`config.mk`:
```
export PLATFORM = sky130hd
export DESIGN_NAME = pipe_hazard_ctrl
export DESIGN_NICKNAME = d
export VERILOG_FILES = /design/src/rtl/pipe_hazard_ctrl.sv
export SDC_FILE = /design/constraint.sdc
export NUM_CORES = 1
export LEC_CHECK = 0
export ABC_AREA = 1
export CAP_MARGIN = 30
export CORE_AREA = 3 3 58 60
export DETAILED_ROUTE_END_ITERATION = 7
export DIE_AREA = 0 0 61 63
export GPL_TIMING_DRIVEN = 0
export PLACE_DENSITY_LB_ADDON = 0.12
export SLEW_MARGIN = 20
export SYNTH_ARGS = -nofsm -noshare
export SYNTH_HDL_FRONTEND = slang
export SYNTH_SLANG_ARGS = --single-unit
```
`constraint.sdc`:
```
create_clock -name clk -period 1.9 [get_ports clk]
set_clock_uncertainty 0.05 [all_clocks]
set_input_delay 0.57 -clock clk [delete_from_list [all_inputs] [get_ports clk]]
set_output_delay 0.57 -clock clk [all_outputs]
set_load 0.1 [all_outputs]
```
`src/rtl/pipe_hazard_ctrl.sv`:
```
// Scoreboard-based hazard, forwarding and drain-then-freeze halt controller for an N-stage pipeline.
// Optional performance counters are built when PIPE_HAZARD_CTRL_PERF_EN is defined.
module pipe_hazard_ctrl #(
    parameter int unsigned STAGES     = 3,
    parameter int unsigned REG_ADDR_W = 4,
    parameter int unsigned LOAD_READY = 1,
    parameter int unsigned SEL_W      = $clog2(STAGES + 1)
) (
    input  logic                  clk,
    input  logic                  rst,
    input  logic                  issue_valid,
    input  logic [REG_ADDR_W-1:0] issue_rd,
    input  logic                  issue_wr,
    input  logic                  issue_load,
    input  logic                  issue_halt,
    input  logic [REG_ADDR_W-1:0] src1,
    input  logic [REG_ADDR_W-1:0] src2,
    input  logic                  src1_used,
    input  logic                  src2_used,
    input  logic                  flush,
    output logic                  stall,
    output logic [SEL_W-1:0]      fwd1_sel,
    output logic [SEL_W-1:0]      fwd2_sel,
    output logic [STAGES-1:0]     stage_valid,
    output logic                  retire,
    output logic                  halted
`ifdef PIPE_HAZARD_CTRL_PERF_EN
    ,
    output logic [31:0]           perf_stall_cnt,
    output logic [31:0]           perf_retire_cnt
`endif
);

    typedef enum logic [1:0] {
        ST_RUN,
        ST_DRAIN,
        ST_HALTED
    } state_e;

    state_e                state_q, state_d;
    logic [SEL_W-1:0]      cnt_q, cnt_d;
    logic [STAGES-1:0]     valid_q, valid_d;
    logic [STAGES-1:0]     wr_q, wr_d;
    logic [STAGES-1:0]     load_q, load_d;
    logic [REG_ADDR_W-1:0] rd_q [STAGES];
    logic [REG_ADDR_W-1:0] rd_d [STAGES];
    logic                  halted_q, halted_d;
    logic                  haz1, haz2;
    logic                  issue_ok;

    // Walk oldest to youngest so the youngest matching entry is the last write.
    always_comb begin : match_logic
        int unsigned idx;
        idx      = 0;
        fwd1_sel = '0;
        fwd2_sel = '0;
        haz1     = 1'b0;
        haz2     = 1'b0;
        for (int unsigned k = 0; k < STAGES; k++) begin
            idx = STAGES - 1 - k;
            if (src1_used && valid_q[idx] && wr_q[idx] && rd_q[idx] == src1) begin
                if (load_q[idx] && idx < LOAD_READY) begin
                    fwd1_sel = '0;
                    haz1     = 1'b1;
                end else begin
                    fwd1_sel = SEL_W'(idx + 1);
                    haz1     = 1'b0;
                end
            end
            if (src2_used && valid_q[idx] && wr_q[idx] && rd_q[idx] == src2) begin
                if (load_q[idx] && idx < LOAD_READY) begin
                    fwd2_sel = '0;
                    haz2     = 1'b1;
                end else begin
                    fwd2_sel = SEL_W'(idx + 1);
                    haz2     = 1'b0;
                end
            end
        end
    end

    always_comb begin
        stall    = (state_q != ST_RUN) || (issue_valid && (haz1 || haz2));
        issue_ok = issue_valid && !stall && !flush && (state_q == ST_RUN);
    end

    // HALT occupies a slot but never writes, so it can never retire.
    always_comb begin
        valid_d  = {valid_q[STAGES-2:0], issue_ok};
        wr_d     = {wr_q[STAGES-2:0], issue_ok && issue_wr && !issue_halt};
        load_d   = {load_q[STAGES-2:0], issue_ok && issue_load};
        rd_d[0]  = issue_rd;
        for (int unsigned k = 1; k < STAGES; k++) begin
            rd_d[k] = rd_q[k-1];
        end
    end

    always_comb begin
        state_d = state_q;
        cnt_d   = cnt_q;
        case (state_q)
            ST_RUN: begin
                if (issue_ok && issue_halt) begin
                    state_d = ST_DRAIN;
                    cnt_d   = SEL_W'(STAGES);
                end
            end
            ST_DRAIN: begin
                if (cnt_q != '0) begin
                    cnt_d = cnt_q - 1'b1;
                end
                if (cnt_d == '0 && valid_d == '0) begin
                    state_d = ST_HALTED;
                end
            end
            ST_HALTED: begin
                state_d = ST_HALTED;
            end
            default: begin
                state_d = ST_RUN;
            end
        endcase
        halted_d = (state_d == ST_HALTED);
    end

    always_ff @(posedge clk) begin
        if (rst) begin
            state_q  <= ST_RUN;
            cnt_q    <= '0;
            valid_q  <= '0;
            wr_q     <= '0;
            load_q   <= '0;
            halted_q <= 1'b0;
            for (int unsigned k = 0; k < STAGES; k++) begin
                rd_q[k] <= '0;
            end
        end else begin
            state_q  <= state_d;
            cnt_q    <= cnt_d;
            valid_q  <= valid_d;
            wr_q     <= wr_d;
            load_q   <= load_d;
            halted_q <= halted_d;
            rd_q     <= rd_d;
        end
    end

    always_comb begin
        stage_valid = valid_q;
        retire      = valid_q[STAGES-1] && wr_q[STAGES-1];
        halted      = halted_q;
    end

`ifdef PIPE_HAZARD_CTRL_PERF_EN
    logic [31:0] stall_cnt_q, stall_cnt_d;
    logic [31:0] retire_cnt_q, retire_cnt_d;

    always_comb begin
        stall_cnt_d  = stall_cnt_q;
        retire_cnt_d = retire_cnt_q;
        if (state_q == ST_RUN && stall) begin
            stall_cnt_d = stall_cnt_q + 32'd1;
        end
        if (state_q != ST_HALTED && retire) begin
            retire_cnt_d = retire_cnt_q + 32'd1;
        end
    end

    always_ff @(posedge clk) begin
        if (rst) begin
            stall_cnt_q  <= '0;
            retire_cnt_q <= '0;
        end else begin
            stall_cnt_q  <= stall_cnt_d;
            retire_cnt_q <= retire_cnt_d;
        end
    end

    always_comb begin
        perf_stall_cnt  = stall_cnt_q;
        perf_retire_cnt = retire_cnt_q;
    end
`endif

endmodule

```
# Yosys cells after proc, flatten, opt, wreduce, memory -nomap -nowiden
# Cells that the tools add are included.
# classes
n_addsub,1
n_eq_ne,10
muxes,17
n_reduce_logical,40
# ops
op,count
$logic_and A1 B1 Y1,28
$eq A4 B4 Y1,6
$mux W2,11
$pmux W2 S3,1
$reduce_bool A2 Y1,3
$eq A2 B2 Y1 const B,2
$logic_not A2 Y1,2
$mux W1,4
$pmux W2 S2,1
$logic_not A1 Y1,3
$logic_not A3 Y1,1
$eq A2 B1 Y1 const B,1
$logic_or A1 B1 Y1,2
$ne A2 B1 Y1 const B,1
$reduce_and A2 Y1,1
$sub A2 B1 Y2 const B,1
# totals
regBits,24
inputBits,21
output_inout_bits,10
wordCells,77

# Logic depth before layout (Yosys ltp)
# Gate-level depths: netlist of run 1.
# logic_depth
word_depth,16
mapped_depth,11
depth_no_buf,11

# Worst setup path after synthesis of run 1
# OpenSTA, ideal clock, no wires.
# synth_path
kind,register to output
start,reg valid_q[2] (netlist: stage_valid[2])
end,out fwd2_sel[1]
arrival_ns,4.241
t_required_ns,1.280
setup_slack_ns,-2.961
path_stages_with_launch,7
n_path_buf,0
cell_sequence,dfxtp_1 > nand2_1 > inv_1 > nand3_1 > nor3_1 > inv_1 > a21boi_0
# synth_via
elab_chain_cells,6
# synth_lines
item,line,source
start: declaration,42,"logic [STAGES-1:0] valid_q, valid_d;"
start signal: assignment,140,valid_q <= valid_d;
$logic_and A1 B1 Y1 (3 in a row),70,if (src2_used && valid_q[idx] && wr_q[idx] && rd_q[idx] == src2) begin
$mux W2 (3 in a row),70,
end: declaration,23,"output logic [SEL_W-1:0] fwd2_sel,"
# Every way passes these cells.

# Worst setup path in the final report of run 1
# layout_path
start,in src1[2]
end,out fwd1_sel[1]
# layout_via
elab_chain_cells,5
word_cells_on_any_way,9
cone_classes,eq/ne: 3; mux: 3; reduce/logical: 3
# layout_lines
item,line,source
start: declaration,16,"input logic [REG_ADDR_W-1:0] src1,"
$eq A4 B4 Y1,61,if (src1_used && valid_q[idx] && wr_q[idx] && rd_q[idx] == src1) begin
$logic_and A1 B1 Y1,61,
$mux W2 (2 in a row),61,
$mux W2 (*),61,
end: declaration,22,"output logic [SEL_W-1:0] fwd1_sel,"
# Mark *: on every way between the ends. The rest lies on a longest branch, timed or not.

==> results of run 1 <==
-- metal layers --
| layer | GRT usage, % | routed length (microns) | vias up |
|---|---|---|---|
| li1 | - | - | 597 |
| met1 | 21.2 | 1270 | 544 |
| met2 | 30.1 | 1550 | 20 |
| met3 | 4.96 | 113 | 2 |
| met4 | 2.44 | 15 | 0 |
| met5 | 0 | 0 | - |
-- flip-flops by register name, summed over array words and instances, names as in the netlist --
register,count
cnt_q,2
halted,1
load_q,1
rd_d,8
rd_q,4
stage_valid,3
state_q,2
wr_q,3
-- critical path: stages --
cell,delay [ns]
clkdlybuf4s15_2,0.22
xor2_1,0.18
nor3_2,0.11
nand3_1,0.12
buf_4,0.16
a21oi_4,0.14
buf_12,0.19
-- layout by cell type, fill, tap and decap left out, drive strengths merged --
| cell | synthesis | final |
|---|---|---|
| a21boi | 1 | 1 |
| nor3b | 1 | 1 |
| bufinv | 0 | 1 |
| buf | 0 | 21 |
| o21ai | 3 | 3 |
| xor2 | 3 | 3 |
| nand2 | 36 | 36 |
| clkbuf | 2 | 5 |
| clkdlybuf4s15 | 0 | 3 |
| nand3 | 14 | 14 |
| inv | 33 | 32 |
| clkinvlp | 0 | 1 |
| a21oi | 6 | 6 |
| nor4 | 1 | 1 |
| nor3 | 3 | 3 |
| dfxtp | 24 | 24 |
| clkdlybuf4s50 | 0 | 10 |
| nand4 | 2 | 2 |
| nor2 | 32 | 32 |
| xnor2 | 11 | 11 |
-- stage by stage --
stage | cells | hold slack, ns
after CTS | 243 | 0.408
after global routing | 243 | 0.429
final | 243 | 0.409
after detailed placement | 235 | 0.384
after floorplan | 172 | 0.367
after global placement | 235 | 0.378
-- power breakdown --
part           internal, mW  switching [mW]  leakage, nW
registers             0.521          0.0165        0.201
clock network         0.213           0.160       0.0279
logic                0.0845           0.111        0.607
total                 0.819           0.287        0.837
-- what timing repair did --
item	CTS	global route
endpoints found under the setup margin	14	9
buffers inserted	4	0
cloned	0	0
pin swaps	24	12
resized for setup	125	19
-- final cells by class --
type / count / share of cell area (%)
Buffer: 2 / 0.410
Clock inverter: 1 / 1.64
Inverter: 33 / 6.96
Timing Repair Buffer: 34 / 18.5
Sequential cell: 24 / 27.3
Clock buffer: 3 / 1.23
Tap cell: 33 / 2.25
Multi-Input combinational cell: 113 / 41.7
-- worst paths after layout --
kind / startpoint / endpoint / slack (ns) / cells past startpoint
max: src1[2] / fwd1_sel[1] / -0.42 / 7
min: wr_q[0] / wr_q[1] / 0.41 / 2
max reg2reg: rd_d[7] / state_q[0] / 0.30 / 12
min reg2reg: wr_q[0] / wr_q[1] / 0.41 / 2
-- kinds of logic after synthesis --
kind of cell	after synthesis	synth area share, %
AOI/OAI and AO/OA	10	4.39
xor gates and xnor gates	14	10.3
buffers and inverters	35	11.0
DFF	24	40.2
and+or+nand+nor	89	34.2
==> impl_metrics.csv, run 1 <==
group,metric,value,unit
die,io-pin-count,31,
cts,cts_tree,"done",
synth,ys_top_cells_by_area,"dfxtp_1, nand2_1, inv_1",
die,die_x,61,microns
synth,synth_top_area_share,40.2,%
global_route,grt_pass1_vias,1171,
placed_design,io_buffers,30,
synth,synth_edf_count,0,
job,maxCapViolCount,0,
cts,ctsHtreeMaxLevel,1,
synth,yosys.area.top_type,"dfxtp_1",
placed_design,dpl_cell_area,1630,sq um
timing,fin_crit_sh,122,%
timing,setup_viol,5,
timing,rsz0062_at_grt,"yes",
cts,clk_path_buf_depth,2,
synth,syn_nets,193,
finish,seq_area,500,sq um
placed_design,hpwl,2.24,mm
synth,ys_seq_elements,24,
route,wl_per_cell,12.2,microns
global_route,grt_use_total,17.3,%
timing,fin_ws,-0.416,ns
route,drt-vias-per-instance,4.79,
synth,yosysSeqAreaShare,40.2,%
die,row_count,20,
status,outcome,"finished, violations left",
cts,cts_hold_buf,0,
power_and_ir_drop,ir_drop,0.000398,V
cts,clock_latency,0.32,ns
setup_path,required,1.28,ns
timing,fin_setup_tns,-1.78,ns
route,antenna_left,0,
synth,ys_top_cells_by_count,"nand2_1, inv_1, nor2_1, dfxtp_1, xnor2_1",
synth,synth.avg_cell_area,6.95,sq um
global_route,grt_remaining_overflow,0,
setup_path,crit_type,"in2out",
route,drtPass1Iterations,4,
timing,fin_crit,2.32,ns
finish,syn_to_final_growth,53.2,%
global_route,antenna_found_initial,0,
timing,max_slew.worst_pin.slew,0.635,ns
global_route,grt_pass1_wl,5.09,mm
die,core,2980,sq um
finish,nets,232,
finish,drive_above_1_share,37.1,%
synth,synth_cells,172,
synth,yosys_most_used_dff,"dfxtp_1",
setup_path,crit_arrival,1.70,ns
timing,hold_viol,0,
setup_path,startpoint_type,"input pin",
power_and_ir_drop,power,1.11,mW
route,drc,0,
timing,final_max_slew_viol_count,0,
global_route,grt_max_degree,15,
die,die_h,63,microns
status,violations,"negative setup slack",
finish,multi_input_area,764,sq um
route,wl,2.95,mm
synth,syn_area,1200,sq um
setup_path,crit_path_max_fanout,3,
die,die_area,3840,sq um
synth,yosysUniqueCellTypes,21,
placed_design,place_congestion,0.815,
die,initial_core_util,40.2,%
power_and_ir_drop,p_leak,0.837,nW
synth,synthArstFlopShare,0,%
route,via_count,1163,
power_and_ir_drop,cellPowerDensity,603,nW/um^2
timing,fmax,432,MHz
placed_design,dp_slack,-1.80,ns
timing,slew_headroom,57.5,%
finish,postLayoutCellArea,1830,sq um
synth,synth_most_common_cell,"nand2_1",
worst_hold_path,hold_class,"reg2reg",
cts,clk_pin_slew,0.14,ns
finish,nFillCells,275,
cts,clockRootBuffer,"clkbuf_4",
synth,yosysWarningCount,0,
finish,diodes,0,
route,drt_iter0_drc,24,
finish,final_util,61.6,%
setup_path,crit_path_end_kind,"primary output",
cts,cts.sinks,24,
cts,cts_buffers,3,
Note: power is estimated with default switching activity, not from simulation.
==> run 2: changes to the inputs <==
- GPL_TIMING_DRIVEN: 0 -> unset
==> impl_metrics.csv, run 2 (synthesized netlist as in run 1, its figures left out) <==
group,metric,value,unit
worst_hold_path,hold_class,"reg2reg",
finish,final_cell_mix,"nand2_1, nor2_1, inv_1",
timing,max_slew.worst_pin.slew,0.312,ns
finish,nets,243,
worst_hold_path,holdCritStartpoint,"rd_d[2]",
setup_path,required,1.28,ns
cts,cts.sinks,24,
route,wl_per_cell,12.6,microns
placed_design,hpwl,2.38,mm
finish,layout.cells.most_common,"nand2_1",
cts,clk_path_buf_depth,2,
finish,syn_to_final_growth,68.4,%
power_and_ir_drop,cellPowerDensity,565,nW/um^2
die,io-pin-count,31,
die,row_count,20,
global_route,grt_max_degree,24,
finish,diodes,0,
cts,clk_pin_slew,0.13,ns
route,drt-vias-per-instance,4.81,
die,die_area,3840,sq um
setup_path,crit_arrival,1.66,ns
status,violations,"negative setup slack",
timing,fin_ws,-0.379,ns
timing,final_max_slew_viol_count,0,
finish,largest_register_ffs,8,
setup_path,cp_slowest_cell,"dfxtp_2",
setup_path,crit_path_end_kind,"primary output",
setup_path,r2r-start,"stage_valid[0]",
timing,hold_viol,0,
cts,clock_latency,0.33,ns
status,outcome,"finished, violations left",
cts,clockRootBuffer,"clkbuf_4",
setup_path,crit_path_cell_trace,"buf_6, xnor2_2, nand2_1, nor3_4, inv_2, a21boi_4, buf_12",
global_route,antenna_found_initial,0,
timing,setup_viol,5,
global_route,grt_pass1_wl,5.18,mm
cts,ctsHtreeMaxLevel,1,
die,die_x,61,microns
route,drtPass1Iterations,4,
setup_path,cpPeakStageDelay,0.36,ns
cts,cts_hold_buf,0,
die,die_h,63,microns
timing,fmax,439,MHz
setup_path,crit_start,"rd_q[1]",
timing,fin_setup_tns,-1.77,ns
route,antenna_left,0,
placed_design,place_congestion,0.789,
placed_design,dpl_cell_area,1820,sq um
power_and_ir_drop,power,1.14,mW
setup_path,crit_path_max_fanout,2,
timing,fin_crit,2.28,ns
finish,postLayoutCellArea,2010,sq um
global_route,grt_use_total,17.7,%
global_route,grt_remaining_overflow,0,
power_and_ir_drop,ir_drop,0.000428,V
die,core,2980,sq um
timing,rsz0062_at_grt,"yes",
job,maxCapViolCount,0,
global_route,grt_pass1_vias,1225,
setup_path,crit_type,"reg2out",
cts,cts_tree,"done",
power_and_ir_drop,p_leak,0.912,nW
cts,cts_buffers,3,
die,initial_core_util,40.2,%
timing,slew_headroom,79.1,%
route,drt_iter0_drc,38,
placed_design,io_buffers,30,
setup_path,startpoint_type,"register",
finish,drive_above_1_share,40.7,%
route,via_count,1221,
timing,fin_crit_sh,120,%
route,drc,0,
route,wl,3.21,mm
## run 2: cell count changes in the layout (fill, tap and decap cells not counted), moves of 2 or more
| cell | before | now |
|---|---|---|
| buf_2 | 9 | 4 |
| inv_1 | 27 | 24 |
| buf_12 | 5 | 11 |
| dfxtp_2 | 10 | 7 |
| clkdlybuf4s15_2 | 3 | 1 |
| buf_4 | 5 | 15 |
| dfxtp_1 | 12 | 14 |
| buf_6 | 2 | 4 |
| inv_2 | 5 | 7 |
| clkbuf_1 | 2 | 0 |
## run 2: worst max-delay path, delay by kind of cell, from the launching register on
| family | cells | cell delay (ns) |
|---|---|---|
| buffers and inverters | 3 | 0.38 |
| AO/OA/AOI/OAI | 1 | 0.16 |
| flip-flops | 1 | 0.36 |
| AND/OR/NAND/NOR | 2 | 0.33 |
| XOR/XNOR | 1 | 0.10 |
## run 2: per-stage QoR
stage	setup WS, ns	util (%)	std cells	hold slack (ns)
after floorplan	-0.593	-	172	0.367
after global placement	-0.810	61.3	245	0.381
after detailed placement	-0.860	61.3	245	0.397
after CTS	-0.458	64.7	251	0.414
after global routing	-0.476	67.6	254	0.439
final	-0.379	67.6	254	0.423
## run 2: worst paths after layout
| path | endpoint | slack, ns | cells after the start |
|---|---|---|---|
| worst max-delay path | fwd2_sel[1] | -0.38 | 7 |
| worst min-delay path | rd_q[2] | 0.42 | 2 |
| worst max register to register | cnt_q[0] | 0.08 | 12 |
| worst min register to register | rd_q[2] | 0.42 | 2 |
## run 2: what timing repair did
action                                  in CTS  in global routing
endpoints found under the setup margin      13                  5
pin swaps                                   22                 19
setup buffers                                2                  3
hold endpoints to repair                     0                  0
gates resized for setup                     53                 25
## run 2: cell type report
type | count | area, sq um
multi-input combinational | 113 | 766
tap | 33 | 41.3
clock buffer | 3 | 22.5
sequential | 24 | 500
inverter | 33 | 130
fill | 247 | 963
timing repair buffer | 47 | 524
clock inverter | 1 | 30.0
## run 2: metal layers
layer / GRT usage [%] / vias to the layer above / share of wire [%]
li1: - / 614 / -
met1: 19.5 / 565 / 40
met2: 31.8 / 36 / 53
met3: 4.75 / 6 / 5.3
met4: 4.88 / 0 / 1.4
met5: 0 / - / 0
## run 2: report_power, final
group / internal, mW / switching [mW] / total (mW)
logic: 0.106 / 0.118 / 0.224
clock network: 0.214 / 0.164 / 0.378
registers: 0.519 / 0.0174 / 0.537
total: 0.839 / 0.300 / 1.14
